==> config.mk <==
export PLATFORM = sky130hd
export DESIGN_NAME = apb_regbank_slave
export DESIGN_NICKNAME = d
export VERILOG_FILES = /design/src/rtl/apb_regbank_pkg.sv /design/src/rtl/apb_regbank_slave_wait_ctrl.sv /design/src/rtl/apb_regbank_slave.sv
export SDC_FILE = /design/constraint.sdc
export NUM_CORES = 1
export LEC_CHECK = 0
export CAP_MARGIN = 20
export CORE_MARGIN = 1
export CORE_UTILIZATION = 50
export CTS_CLUSTER_SIZE = 28
export DETAILED_ROUTE_END_ITERATION = 10
export DONT_BUFFER_PORTS = 1
export GPL_TIMING_DRIVEN = 0
export PLACE_DENSITY_LB_ADDON = 0.3
export SETUP_SLACK_MARGIN = 0.5
export SLEW_MARGIN = 5
export SYNTH_ARGS = -nofsm -noshare
export SYNTH_HDL_FRONTEND = slang
export SYNTH_SLANG_ARGS = --single-unit
==> constraint.sdc <==
create_clock -name pclk -period 3.6 [get_ports pclk]
set_clock_uncertainty 0.2 [all_clocks]
set_input_delay 0.54 -clock pclk [delete_from_list [all_inputs] [get_ports pclk]]
set_output_delay 0.54 -clock pclk [all_outputs]
set_load 0.02 [all_outputs]
==> src/rtl/apb_regbank_pkg.sv <==
`default_nettype none
// ============================================================================
// apb_regbank_pkg : shared types and helpers for the APB register bank
// Rev 1.0
// ============================================================================
package apb_regbank_pkg;

    typedef enum logic [0:0] {
        IDLE   = 1'b0,
        ACCESS = 1'b1
    } state_t;

    localparam int CNT_W = 4;

    function automatic int strb_width(input int data_w);
        return data_w / 8;
    endfunction

    function automatic logic [7:0] byte_merge(
        input logic [7:0] old_byte,
        input logic [7:0] new_byte,
        input logic       strb
    );
        return strb ? new_byte : old_byte;
    endfunction

endpackage
`default_nettype wire

==> src/rtl/apb_regbank_slave_wait_ctrl.sv <==
`default_nettype none
// ============================================================================
// apb_wait_ctrl : APB transfer FSM, wait-state counter and address latch
// Rev 1.0
// ============================================================================
module apb_wait_ctrl
    import apb_regbank_pkg::*;
#(
    parameter int ADDR_W      = 4,
    parameter int WAIT_STATES = 0
) (
    input  logic              pclk,
    input  logic              preset,
    input  logic              psel,
    input  logic              penable,
    input  logic              pwrite,
    input  logic [ADDR_W-1:0] paddr,
    output logic [ADDR_W-1:0] addr_q,
    output logic              write_q,
    output logic              pready,
    output logic              complete
);

    state_t           state;
    logic [CNT_W-1:0] cnt;

    always_ff @(posedge pclk or posedge preset) begin
        if (preset) begin
            state   <= IDLE;
            cnt     <= '0;
            addr_q  <= '0;
            write_q <= 1'b0;
        end else begin
            case (state)
                IDLE: begin
                    if (psel && !penable) begin
                        addr_q  <= paddr;
                        write_q <= pwrite;
                        cnt     <= CNT_W'(WAIT_STATES);
                        state   <= ACCESS;
                    end
                end
                ACCESS: begin
                    // Dropping psel before completion abandons the transfer.
                    if (!psel) begin
                        state <= IDLE;
                    end else if (penable) begin
                        if (cnt == '0) state <= IDLE;
                        else           cnt   <= cnt - CNT_W'(1);
                    end
                end
                default: state <= IDLE;
            endcase
        end
    end

    assign pready   = (state == ACCESS) && (cnt == '0);
    assign complete = pready && psel && penable;

endmodule
`default_nettype wire

==> src/rtl/apb_regbank_slave.sv <==
`default_nettype none
// ============================================================================
// apb_regbank_slave : parametrised APB completer register bank with RO status
// Rev 1.0
// ============================================================================
module apb_regbank_slave
    import apb_regbank_pkg::*;
#(
    parameter int                     DATA_W      = 16,
    parameter int                     ADDR_W      = 4,
    parameter int                     NUM_REGS    = 4,
    parameter int                     WAIT_STATES = 0,
    parameter logic [NUM_REGS-1:0]    RO_MASK     = '0,
    parameter logic [DATA_W-1:0]      RESET_VAL   = '0
) (
    input  logic                         pclk,
    input  logic                         preset,
    input  logic                         psel,
    input  logic                         penable,
    input  logic                         pwrite,
    input  logic [ADDR_W-1:0]            paddr,
    input  logic [DATA_W-1:0]            pwdata,
    input  logic [DATA_W/8-1:0]          pstrb,
    output logic                         pready,
    output logic [DATA_W-1:0]            prdata,
    output logic                         pslverr,
    input  logic [NUM_REGS*DATA_W-1:0]   hw_rdata,
    output logic [NUM_REGS*DATA_W-1:0]   reg_q,
    output logic [NUM_REGS-1:0]          wr_pulse
);

    localparam int                STRB_W     = strb_width(DATA_W);
    localparam logic [ADDR_W:0]   NUM_REGS_W = (ADDR_W + 1)'(NUM_REGS);

    logic [ADDR_W-1:0] addr_q;
    logic              write_q;
    logic              complete;
    logic              ro_hit;
    logic              err;
    logic              wr_en;
    logic [DATA_W-1:0] rd_val;

    apb_wait_ctrl #(
        .ADDR_W      (ADDR_W),
        .WAIT_STATES (WAIT_STATES)
    ) u_wait_ctrl (
        .pclk     (pclk),
        .preset   (preset),
        .psel     (psel),
        .penable  (penable),
        .pwrite   (pwrite),
        .paddr    (paddr),
        .addr_q   (addr_q),
        .write_q  (write_q),
        .pready   (pready),
        .complete (complete)
    );

    always_comb begin
        ro_hit = 1'b0;
        rd_val = '0;
        for (int i = 0; i < NUM_REGS; i++) begin
            if (addr_q == ADDR_W'(i)) begin
                ro_hit = RO_MASK[i];
                rd_val = RO_MASK[i] ? hw_rdata[i*DATA_W +: DATA_W]
                                    : reg_q[i*DATA_W +: DATA_W];
            end
        end
    end

    assign err     = ({1'b0, addr_q} >= NUM_REGS_W) || (write_q && ro_hit);
    assign pslverr = pready && err;
    assign prdata  = (pready && !err) ? rd_val : '0;
    assign wr_en   = complete && write_q && !err;

    for (genvar i = 0; i < NUM_REGS; i++) begin : g_regs
        if (RO_MASK[i]) begin : g_ro
            assign reg_q[i*DATA_W +: DATA_W] = '0;
        end else begin : g_rw
            logic [DATA_W-1:0] q;

            // Unstrobed lanes keep their old byte, so X on them never lands.
            always_ff @(posedge pclk or posedge preset) begin
                if (preset) begin
                    q <= RESET_VAL;
                end else if (wr_en && (addr_q == ADDR_W'(i))) begin
                    for (int b = 0; b < STRB_W; b++) begin
                        q[8*b +: 8] <= byte_merge(q[8*b +: 8], pwdata[8*b +: 8], pstrb[b]);
                    end
                end
            end

            assign reg_q[i*DATA_W +: DATA_W] = q;
        end
    end

    always_ff @(posedge pclk or posedge preset) begin
        if (preset) begin
            wr_pulse <= '0;
        end else begin
            for (int i = 0; i < NUM_REGS; i++) begin
                wr_pulse[i] <= wr_en && (addr_q == ADDR_W'(i));
            end
        end
    end

endmodule
`default_nettype wire

==> impl_metrics.json <==
{
  "outcome": "completed",
  "syn-cell-area_sq_um": 3840,
  "place_congestion": 0.783,
  "reg2reg_slack_ns": 1.21,
  "die_area_sq_um": 8030,
  "worst_path_max_delay_cell": "dfrtp_1",
  "worstPathRequired_ns": 2.86,
  "rr_endpoint": "g_regs[2].g_rw.q[1]",
  "antenna_found_initial": 0,
  "yosysWarnings": 0,
  "p_total_w": 0.00211,
  "core_sq_um": 7330,
  "synth-compound-area-share_pct": 9.75,
  "grt_usage_pct": 24.6,
  "area_delta_synth_final_pct": 10.5,
  "max_freq_mhz": 335,
  "min_path_type": "in -> reg",
  "synth_fa_ha_area_share_pct": 0.326,
  "layout-drive-gt1-share_pct": 34.0,
  "yosysMostFrequentCell": "dfrtp_1",
  "synth.distinct_cells": 37,
  "clockRootBuffer": "clkbuf_8",
  "grt_pass1_wl_mm": 14.2,
  "synth_xor_area_share_pct": 0,
  "vias_per_cell": 5.87,
  "final-setup-viol-count": 0,
  "wl_per_cell_um": 21.1,
  "hold_viol_final": 0,
  "antenna_cells": 0,
  "route.detailed.drc": 0,
  "io_pins": 177,
  "hp-start": "pwdata[0]",
  "clock-sinks": 78,
  "synth_edf_count": 0,
  "yosysTopAreaCell": "dfrtp_1",
  "fp.dieH_um": 89.6,
  "cts_max_level": 3,
  "drt_iter0_markers": 98,
  "cpPeakStageDelay_ns": 0.40,
  "reg2reg_depth": 8,
  "path_max_fanout": 10,
  "clk_pin_slew_ns": 0.07,
  "grt_overflow": 0,
  "numCtsBuffers": 9,
  "rsz0062_at_grt": "no",
  "dr.pass1.iters": 4,
  "port_buffers": 0,
  "synthSimpleGateAreaFrac_pct": 13.6,
  "cts_tree": "yes",
  "async_flop_share_pct": 100,
  "synth-seq-cells": 78,
  "dp.final_hpwl_mm": 6.63,
  "crit_path_cell_trace": "inv_1 > ha_1 > nor3b_4 > nand3_2 > clkbuf_4 > nor2_2",
  "fin_util_pct": 57.9,
  "period_share_pct": 83.0,
  "die_w_um": 89.6,
  "peakVddDrop_mv": 0.251,
  "syn_area_per_cell_sq_um": 11.4,
  "worstHoldEndpoint": "g_regs[2].g_rw.q[0]",
  "grt_max_degree": 63,
  "synthMuxAreaShare_pct": 20.6,
  "critPathCaptureType": "output pin",
  "num_rows": 31,
  "crit_buf_inv": 2,
  "final_nets": 444,
  "critical_path_class": "reg -> out",
  "vias": 2670,
  "synthCells": 337,
  "final_area_sq_um": 4240,
  "timing.final.crit_period_ns": 2.99,
  "tns_ns": 0,
  "postRouteAntennaNets": 0,
  "synthFlopType": "dfrtp_1",
  "initial_utilization_pct": 52.4,
  "grt_pass1_vias": 2660,
  "cp.arrival_ns": 2.25,
  "drt_wl_total_mm": 9.58,
  "p_leak_nw": 1.93,
  "maxSlewViolCount": 0,
  "path_delay_family": "simple AND/OR/NAND/NOR gates",
  "synth_area_leaders": "dfrtp_1 (51%), mux2_2 (19%), o21ai_0 (4.2%), nand3_4 (3.7%), a32oi_1 (3.4%)",
  "power_density_nw_per_um2": 497,
  "dpl_cell_area_sq_um": 3990,
  "synth_top_family_by_area": "multiplexers",
  "synth_fp_nets": 429,
  "tightest_slew_ns": 0.612,
  "ys_seq_area_share_pct": 50.8,
  "max-clock-path-buffers": 2,
  "synth_commonest_cells": "dfrtp_1 (78), mux2_2 (64), nor2_1 (35)",
  "cp-start-kind": "flip-flop",
  "insertion_delay_ns": 0.34,
  "max_slew_margin_pct": 59.2,
  "maxCapViolations": 0,
  "whs_path_depth": 1,
  "synth_top_area_share_pct": 50.8,
  "rr_startpoint": "u_wait_ctrl.cnt[0]"
}
-- power by group --
group,internal (W),switching (W),leakage [nW]
clock,0.000315,0.000313,0.0911
combinational,0.000182,0.000313,0.764
sequential,0.000921,0.0000625,1.07
total,0.00142,0.000688,1.93
-- flip-flops by register name, summed over array words and instances, names as in the netlist --
name and cells:
u_wait_ctrl.write_q 1, g_regs.g_rw.q 64, u_wait_ctrl.state 1, wr_pulse 4, u_wait_ctrl.cnt 4, u_wait_ctrl.addr_q 4
-- placed cells by master, fill, tap and decap left out, types with 2 or more instances in the layout --
master       n
dfrtp_1     78
mux2_2      64
o21ai_0     32
nor2_1      25
nand2_1     22
inv_1       21
a32oi_1     15
nor2_2      10
clkbuf_8     9
buf_2        8
nand3_4      8
clkbuf_1     7
mux2_1       4
and2_1       3
clkbuf_2     3
and3_1       3
a22o_1       3
nor2b_1      2
and4_1       2
or2_2        2
nor4_1       2
a21oi_1      2
o22ai_1      2
clkinvlp_4   2
clkinv_2     2
buf_4        2
-- worst max-delay path by stage --
stage,endpoint,from,cells past startpoint,slack [ns]
3_3_place_gp,g_regs[2].g_rw.q[9],preset,1,0.03
4_1_cts,prdata[14],u_wait_ctrl.cnt[0],6,0.52
2_1_floorplan,g_regs[0].g_rw.q[0],preset,1,0.86
5_1_grt,prdata[5],u_wait_ctrl.cnt[0],6,0.50
3_5_place_dp,prdata[14],u_wait_ctrl.cnt[0],6,0.69
6_report,prdata[14],u_wait_ctrl.cnt[0],6,0.61
-- stage by stage --
stage | hold slack, ns | std cells | setup WS (ns)
2_1_floorplan | 0.281 | 337 | 0.865
3_3_place_gp | 0.306 | 436 | 0.0339
3_5_place_dp | 0.170 | 437 | 0.686
4_1_cts | 0.120 | 453 | 0.523
5_1_grt | 0.116 | 455 | 0.497
6_report | 0.130 | 455 | 0.613
-- logic make-up after synthesis --
family                   after synthesis
flip-flops                            78
buffers and inverters                 43
AO/OA/AOI/OAI                         58
multiplexers                          70
AND/OR/NAND/NOR                       87
adder cells (fa/ha/maj)                1
-- what timing repair did --
item,CTS,global route
endpoints found under the hold margin,16,0
endpoints found under the setup margin,10,10
buffers inserted,0,2
hold buffers,1,0
resized for setup,13,6
-- cell type report --
| cell class | count | area [sq um] |
|---|---|---|
| clock inverters | 6 | 63.8 |
| multi-input cells | 216 | 1730 |
| fillers | 627 | 3090 |
| well taps | 99 | 124 |
| flip-flops and latches | 78 | 1950 |
| repair buffers | 4 | 52.6 |
| plain buffers | 21 | 113 |
| inverters | 22 | 85.1 |
| clock buffers | 9 | 124 |
-- per-layer routing --
| layer | up-vias | routed length (um) | global-route usage (%) |
|---|---|---|---|
| li1 | 1208 | - | - |
| met1 | 1349 | 4070 | 31.2 |
| met2 | 101 | 4720 | 39.0 |
| met3 | 12 | 633 | 8.32 |
| met4 | 0 | 165 | 9.81 |
| met5 | - | 0 | 0 |
(Power assumes the default switching activity.)
